--- config.mk ---
export PLATFORM = sky130hd
export DESIGN_NAME = hwpf_stride_arb
export DESIGN_NICKNAME = d
export VERILOG_FILES = /design/src/rtl/hwpf_stride_arb.sv
export SDC_FILE = /design/constraint.sdc
export NUM_CORES = 1
export LEC_CHECK = 0
export ABC_AREA = 1
export BUFFER_PORTS_ARGS = -buffer_cell sky130_fd_sc_hd__buf_2
export CORE_AREA = 2 2 172 174
export CTS_BUF_LIST = sky130_fd_sc_hd__clkbuf_16
export CTS_CLUSTER_SIZE = 16
export DETAILED_ROUTE_END_ITERATION = 10
export DIE_AREA = 0 0 174 176
export PLACE_DENSITY = 0.45
export SETUP_SLACK_MARGIN = 0.3
export SLEW_MARGIN = 20
export SYNTH_ARGS = -nofsm -noshare
export SYNTH_HDL_FRONTEND = slang
export SYNTH_SLANG_ARGS = --single-unit
--- constraint.sdc ---
create_clock -name clk_i -period 2.1 [get_ports clk_i]
set_input_delay 0.21 -clock clk_i [delete_from_list [all_inputs] [get_ports clk_i]]
set_output_delay 0.21 -clock clk_i [all_outputs]
set_load 0.01 [all_outputs]
--- src/rtl/hwpf_stride_arb.sv ---
// hwpf_stride_arb: shares one HPDcache request port among several stride
// prefetcher engines. Requests are granted round-robin and tagged with the
// engine index in tid; responses are steered back to their engine by tid.
// A global outstanding counter caps the number of prefetches in flight.
//
// Optional build macro HWPF_STRIDE_ARB_OUT_REG_EN: inserts a one-entry
// output register between arbitration and the dcache request port.
// Without it the request path is purely combinational.

package hwpf_stride_arb_pkg;

    localparam int unsigned TID_W = 8;

    typedef struct packed {
        logic [31:0]      addr;
        logic [1:0]       op;
        logic [TID_W-1:0] tid;
    } hpdcache_req_t;

    typedef struct packed {
        logic [31:0]      rdata;
        logic             error;
        logic [TID_W-1:0] tid;
    } hpdcache_rsp_t;

endpackage

module hwpf_stride_arb
    import hwpf_stride_arb_pkg::*;
#(
    parameter int unsigned NUM_HW_PREFETCH = 4,
    parameter int unsigned MAX_INFLIGHT    = 8,
    localparam int unsigned CNT_W = $clog2(MAX_INFLIGHT + 1),
    localparam int unsigned RR_W  = (NUM_HW_PREFETCH > 1) ? $clog2(NUM_HW_PREFETCH) : 1
) (
    input  logic                                clk_i,
    input  logic                                rst_ni,
    input  logic          [NUM_HW_PREFETCH-1:0] hwpf_req_valid_i,
    output logic          [NUM_HW_PREFETCH-1:0] hwpf_req_ready_o,
    input  hpdcache_req_t [NUM_HW_PREFETCH-1:0] hwpf_req_i,
    output logic          [NUM_HW_PREFETCH-1:0] hwpf_rsp_valid_o,
    output hpdcache_rsp_t [NUM_HW_PREFETCH-1:0] hwpf_rsp_o,
    output logic                                dcache_req_valid_o,
    input  logic                                dcache_req_ready_i,
    output hpdcache_req_t                       dcache_req_o,
    input  logic                                dcache_rsp_valid_i,
    input  hpdcache_rsp_t                       dcache_rsp_i,
    output logic          [CNT_W-1:0]           inflight_o,
    output logic                                rsp_err_o
);

    logic [RR_W-1:0]  rr_q, rr_d;
    logic [CNT_W-1:0] inflight_q, inflight_d;

    logic             found;
    logic [RR_W-1:0]  win;
    hpdcache_req_t    win_req;
    logic             can_issue;
    logic             slot_ready;
    logic             accept;
    logic             cnt_dec;

    // Round-robin search: first valid engine at or after rr_q, wrapping.
    always_comb begin
        int idx;
        // NOTE: every signal written here gets a default first, so no path
        // leaves a value unassigned and no latch is inferred.
        found = 1'b0;
        win   = '0;
        idx   = 0;
        for (int i = 0; i < int'(NUM_HW_PREFETCH); i++) begin
            idx = int'(rr_q) + i;
            if (idx >= int'(NUM_HW_PREFETCH)) begin
                idx = idx - int'(NUM_HW_PREFETCH);
            end
            if (!found && hwpf_req_valid_i[idx]) begin
                found = 1'b1;
                win   = RR_W'(idx);
            end
        end
        win_req     = hwpf_req_i[win];
        win_req.tid = TID_W'(win);
    end

    assign can_issue = (inflight_q != CNT_W'(MAX_INFLIGHT));

`ifdef HWPF_STRIDE_ARB_OUT_REG_EN
    logic          full_q, full_d;
    hpdcache_req_t req_q, req_d;

    // The slot can take a new entry if empty or draining this cycle.
    assign slot_ready = !full_q || dcache_req_ready_i;

    // Output slot: load on engine acceptance, clear when drained without refill.
    always_comb begin
        full_d = full_q;
        req_d  = req_q;
        if (accept) begin
            full_d = 1'b1;
            req_d  = win_req;
        end else if (full_q && dcache_req_ready_i) begin
            full_d = 1'b0;
        end
    end

    // Output slot storage.
    always_ff @(posedge clk_i or negedge rst_ni) begin
        if (!rst_ni) begin
            full_q <= 1'b0;
            // NOTE: the payload register is reset as well so that
            // dcache_req_o reads zero out of reset, not just its valid bit.
            req_q  <= '0;
        end else begin
            full_q <= full_d;
            req_q  <= req_d;
        end
    end

    assign dcache_req_valid_o = full_q;
    assign dcache_req_o       = req_q;
`else
    // Combinational path: the dcache ready is the winner's ready directly.
    assign slot_ready         = dcache_req_ready_i;
    assign dcache_req_valid_o = found && can_issue;
    assign dcache_req_o       = win_req;
`endif

    assign accept = found && can_issue && slot_ready;

    // Per-engine ready: only the winner sees the slot's ready.
    always_comb begin
        hwpf_req_ready_o = '0;
        if (found && can_issue) begin
            hwpf_req_ready_o[win] = slot_ready;
        end
    end

    // Response routing by tid; payload is broadcast to every engine.
    always_comb begin
        hwpf_rsp_valid_o = '0;
        hwpf_rsp_o       = '0;
        for (int i = 0; i < int'(NUM_HW_PREFETCH); i++) begin
            hwpf_rsp_valid_o[i] = dcache_rsp_valid_i && (dcache_rsp_i.tid == TID_W'(i));
            hwpf_rsp_o[i]       = dcache_rsp_i;
        end
        rsp_err_o = dcache_rsp_valid_i &&
                    ((dcache_rsp_i.tid >= TID_W'(NUM_HW_PREFETCH)) || (inflight_q == '0));
    end

    // Any response retires one request unless the count is already empty.
    assign cnt_dec = dcache_rsp_valid_i && (inflight_q != '0);

    // Next pointer and outstanding count.
    always_comb begin
        rr_d       = rr_q;
        inflight_d = inflight_q;
        if (accept) begin
            rr_d = (win == RR_W'(NUM_HW_PREFETCH - 1)) ? '0 : win + RR_W'(1);
        end
        case ({accept, cnt_dec})
            2'b10:   inflight_d = inflight_q + CNT_W'(1);
            2'b01:   inflight_d = inflight_q - CNT_W'(1);
            default: inflight_d = inflight_q;
        endcase
    end

    // Arbitration state registers.
    always_ff @(posedge clk_i or negedge rst_ni) begin
        if (!rst_ni) begin
            rr_q       <= '0;
            inflight_q <= '0;
        end else begin
            // NOTE: non-blocking assignments so every flop samples the
            // pre-edge values computed in the combinational blocks.
            rr_q       <= rr_d;
            inflight_q <= inflight_d;
        end
    end

    assign inflight_o = inflight_q;

endmodule

Yosys cells after proc, flatten, opt, wreduce, memory -nomap -nowiden. Index checks and enable logic that the tools add are counted.

Input port bits: 217. Register bits after elaboration: 6. Output and inout port bits: 220. Word-level logic and storage cells: 82.

Bitwise operators: 1. Reduce and logical (&&, ||, !) cells: 20. Magnitude comparators: 11. Multiplexer cells: 31. Equality and inequality tests: 7. Add/subtract/negate cells: 10.

Operator list (number): less-than comparator 32 x 4 -> 1 bit (second input constant) (4); 2-to-1 mux 32 bit (4); binary-select mux 42 bit (select 2 bit) (1); 2-to-1 mux 42 bit (1); == test 8 x 2 -> 1 bit (second input constant) (2); 2-to-1 mux 1 bit (13); logical AND 1 bit (12); subtractor 3 x 3 -> 4 bit (second input constant) (3); 2-to-1 mux 2 bit (5); >= comparator 3 bit (second input constant) (3); binary-select mux 1 bit (select 2 bit) (4); == test 8 x 1 -> 1 bit (second input constant) (1); >= comparator 8 x 3 -> 1 bit (second input constant) (1); zero test 8 bit (1); case mux 4 bit (2 select lines) (1); adder 2 x 2 -> 3 bit (second input constant) (2); adder 4 x 1 -> 4 bit (second input constant) (1); bitwise AND 4 bit (1); == test 2 bit (second input constant) (2); zero test 4 bit (1); 2-to-1 mux 4 bit (1); inequality test 4 bit (second input constant) (1); nonzero test 4 bit (1); subtractor 2 x 3 -> 4 bit (second input constant) (1); 11 further kinds (13).

Depth between registers and ports, before layout.
Word-level depth: 21. Depth in mapped cells: 19. Gate-level depth less buffers: 19.

Worst setup path after synthesis. No wires, ideal clock.

Path kind: reg2reg. From: register rr_q[0]. To: register inflight_q[2], in the netlist inflight_o[2]. Path slack: -276 ps. Setup time: 129 ps. Cell stages (with the launch flop): 19. Data arrival time: 2247 ps. Buffers on the path: 1. Data required time: 1971 ps. Path through: dfrtp_1 > buf_6 > nand2_1 > nand2_2 > nand2_1 > inv_1 > nor2_1 > nand3_4 > nand2_1 > inv_1 > nand2_2 > ha_1 > nand2_1 > inv_1 > nor2_1 > ha_1 > a21oi_1 > xnor2_1 > o21ai_0.

Word-level cells in the longest chain between the ends: 19.

RTL lines: start: declaration (RTL line 52) `logic [RR_W-1:0] rr_q, rr_d;`; start signal: assignment (RTL line 175) `rr_q <= rr_d;`; branches (longest 14 deep; another with subtractor 3 x 3 -> 4 bit); 2-to-1 mux 1 bit * (RTL line 76) `if (!found && hwpf_req_valid_i[idx]) begin`; logical AND 1 bit *; named net dcache_req_valid_o (RTL line 43) `output logic dcache_req_valid_o,`; logical AND 1 bit * (RTL line 128) `assign accept = found && can_issue && slot_ready;`; == test 2 x 1 -> 1 bit or == test 2 bit (tied branches) (RTL line 160) `case ({accept, cnt_dec})`; case mux 4 bit (2 select lines) or nonzero test 2 bit (tied branches); end signal: assignment (RTL line 176) `inflight_q <= inflight_d;`; end: declaration (RTL line 53) `logic [CNT_W-1:0] inflight_q, inflight_d;`.

Mark *: on every way through the listed nets, which the timed path passes. The select of a mux whose other input is x is not followed. A chain may end at the register's enable or synchronous reset.

==> flow_metrics.env <==
export IMPL_slowest_delay_ns=0.48
export IMPL_final_nets=1055
export IMPL_drc=0
export IMPL_synth_seq_cells=6
export IMPL_grt_pass1_wl_um=24700
export IMPL_mostFrequentLayoutCell="buf_2"
export IMPL_gr_usage_met2_pct=18.1
export IMPL_synth_area_leaders="buf_4 33%, inv_1 14%, nand2_1 14%"
export IMPL_n_fill_cell=3349
export IMPL_finClkSkew_ns=0.000838
export IMPL_post_route_period_util_pct=119
export IMPL_syn_cell_area_mm2=0.00397
export IMPL_crit_fanout=8
export IMPL_syn_inst=712
export IMPL_num_rows=62
export IMPL_r2r_setup_slack_ns=-0.27
export IMPL_grt_overflow=0
export IMPL_syn_to_final_growth_pct=40.5
export IMPL_gp_congestion=0.805
export IMPL_max_freq_mhz=401
export IMPL_seq_area_frac_synth_pct=3.78
export IMPL_tns_ns=-15.15
export IMPL_endpoint="dcache_req_o[37]"
export IMPL_startpoint_type="flip-flop"
export IMPL_io_pins=437
export IMPL_synth_top_area_share_pct=32.9
export IMPL_clk_pin_slew_ns=0.03
export IMPL_clk_latency_ns=0.23
export IMPL_worstSetupStartpoint="rr_q[0]"
export IMPL_multi_input_area_mm2=0.00196
export IMPL_die_area_mm2=0.0306
export IMPL_avgRoutedWirePerCell_um=14.4
export IMPL_maxSlewViolCount=0
export IMPL_rsz0062_at_grt="yes"
export IMPL_leakage_nw=3.37
export IMPL_drv_cap=0
export IMPL_cp_arrival_ns=2.28
export IMPL_grt_antenna_before_repair=1
export IMPL_critical_path_most_common_cell="nand2_1"
export IMPL_cts_made_buffers=3
export IMPL_setup_viol=46
export IMPL_cts_tree="yes"
export IMPL_peakVddDrop_mv=0.577
export IMPL_grt_max_degree=23
export IMPL_holdWs_ns=0.347
export IMPL_start_util_pct=13.9
export IMPL_grt_total_usage_pct=10.4
export IMPL_core_mm2=0.0285
export IMPL_utilization_pct=19.6
export IMPL_met1_usage_pct=12.5
export IMPL_cts_buffer_depth=2
export IMPL_status="complete, but fails checks"
export IMPL_cts_sinks=6
export IMPL_drive_gt1_share_pct=45.5
export IMPL_hold_viol=0
export IMPL_seq_area_um2=151
export IMPL_synth_area_per_cell_um2=5.58
export IMPL_worst_path_stages=16
export IMPL_wl_um=17500
export IMPL_crit_chain="buf_6, nand2_1, nand2_1, nand2_2, nand2_2, nor2_4, nand3_4, buf_6, nand3_4, buf_6, buf_12, buf_16, nand2_1, nand3_2, nand2_1, buf_2"
export IMPL_grt_busiest_layer="met2"
export IMPL_io_buffers=233
export IMPL_place_hpwl_um=12300
export IMPL_vias_per_cell=3.69
export IMPL_die_w_um=174
export IMPL_r2r_end="inflight_o[3]"
export IMPL_gr_usage_met3_pct=2.11
export IMPL_total_power_mw=13.2
export IMPL_die_y_um=176
export IMPL_worst_path_buf_inv=6
export IMPL_critPathCaptureType="primary output"
export IMPL_layout_common_cells="232 x buf_2, 148 x inv_1, 132 x nand2_1"
export IMPL_timing_rr_start="rr_q[0]"
export IMPL_drtPass1Iterations=4
export IMPL_h_tree_depth=1
export IMPL_cp_top_family="buffers and inverters"
export IMPL_crit_required_ns=1.89
export IMPL_synth_top_area_cell="buf_4"
export IMPL_grt_pass1_vias=4324
export IMPL_pre_cts_slack_ns=-0.243
export IMPL_cp_slowest_cell="dfrtp_2"
export IMPL_drt_first_iter_violations=139
export IMPL_power_density_mw_per_mm2=2360
export IMPL_violations="setup timing"
export IMPL_path_class="flip-flop to primary output"
export IMPL_ff2ff_path_depth=20
export IMPL_ys_types=29
export IMPL_fin_crit_ns=2.49
export IMPL_ys_warn_count=0
export IMPL_ant_nets=0
export IMPL_root_buffer="clkbuf_16"
export IMPL_vias=4484
export IMPL_hold_class="input port to async pin"
export IMPL_fin_ws_ns=-0.392
-- Yosys cell counts --
master,count
a21oi_1,3
a31oi_1,1
buf_2,16
buf_4,174
buf_6,8
clkbuf_1,7
clkinv_4,1
conb_1,1
dfrtp_1,6
ha_1,7
inv_1,153
inv_2,3
nand2_1,152
nand2_2,4
nand2_4,1
nand3_1,77
nand3_2,1
nand3_4,2
nand4_1,68
nor2_1,11
nor2_4,1
nor3_1,4
nor3b_1,1
nor4_1,1
o21a_1,1
o21ai_0,3
o21ai_1,1
xnor2_1,3
xor2_1,1
-- through the flow --
stage / cell area (µm²) / cells
2_1_floorplan: 4040 / 717
3_3_place_gp: 4760 / 1180
3_5_place_dp: 4760 / 1180
4_1_cts: 5410 / 1207
5_1_grt: 5580 / 1214
6_report: 5580 / 1214
-- repair_timing --
| item | CTS | global route |
|---|---|---|
| hold buffers | 1 | 0 |
| pin swaps | 13 | 10 |
| hold endpoints to repair | 6 | 0 |
| buffers inserted | 14 | 2 |
| gates cloned | 9 | 4 |
| gates resized for setup | 53 | 19 |
| setup endpoints to repair | 47 | 51 |
-- final cells by class --
| type | count | area share, % |
|---|---|---|
| tap | 384 | 8.61 |
| antenna | 1 | 0.0448 |
| multi-input combinational | 349 | 35.1 |
| timing repair inverter | 1 | 0.0897 |
| sequential | 6 | 2.71 |
| clock buffer | 3 | 1.34 |
| inverter | 157 | 10.9 |
| timing repair buffer | 313 | 41.2 |
-- per-layer routing --
metal  up-vias  wire, µm
met5         -         0
li1       2261         -
met4         0       749
met2       190      8370
met1      1972      7140
met3        61      1250
-- power breakdown --
group          switching [mW]  internal [mW]
clock                  0.0642          0.244
combinational            6.59           5.98
sequential             0.0911          0.183
-- worst reg2reg max path, stage by stage (launching register included) --
cell and delay [ns]:
dfrtp_2 0.48, buf_6 0.15, nand2_1 0.05, nand2_1 0.07, nand2_2 0.08, nand2_2 0.06, nor2_4 0.13, nand3_4 0.09
buf_4 0.16, nand2_4 0.07, inv_4 0.04, nand2_4 0.07, ha_4 0.15, nand2_1 0.06, inv_2 0.06, nor2_2 0.04
nand2_1 0.07, nor2_2 0.05, a21oi_2 0.11, o21ai_1 0.08, xor2_1 0.16
-- how the worst min path moves through the flow --
stage	to	slack [ns]	cells after the start	start
finish	inflight_o[2]	0.35	2	rst_ni
global route	inflight_o[0]	0.38	2	rst_ni
CTS	inflight_o[0]	0.36	2	rst_ni
detailed placement	inflight_o[0]	0.05	1	rst_ni
global placement	inflight_o[3]	0.05	1	rst_ni
floorplan	inflight_o[0]	-0.09	0	rst_ni
-- cell families (layout without fill, tap and decap cells) --
logic type	after synthesis	after routing	synth area share, %
compound gates	9	9	1.23
xor+xnor	4	4	0.882
fa+ha+maj	7	7	2.21
buf+inv	362	474	52.8
flops	6	6	3.78
other cells	1	7	0.0944
simple gates	323	323	39.0
-- flip-flops by register name, indices dropped and copies added (netlist names) --
| name | flops |
|---|---|
| rr_q | 2 |
| inflight_o | 4 |
No activity file was read; power rests on OpenSTA's default activity.
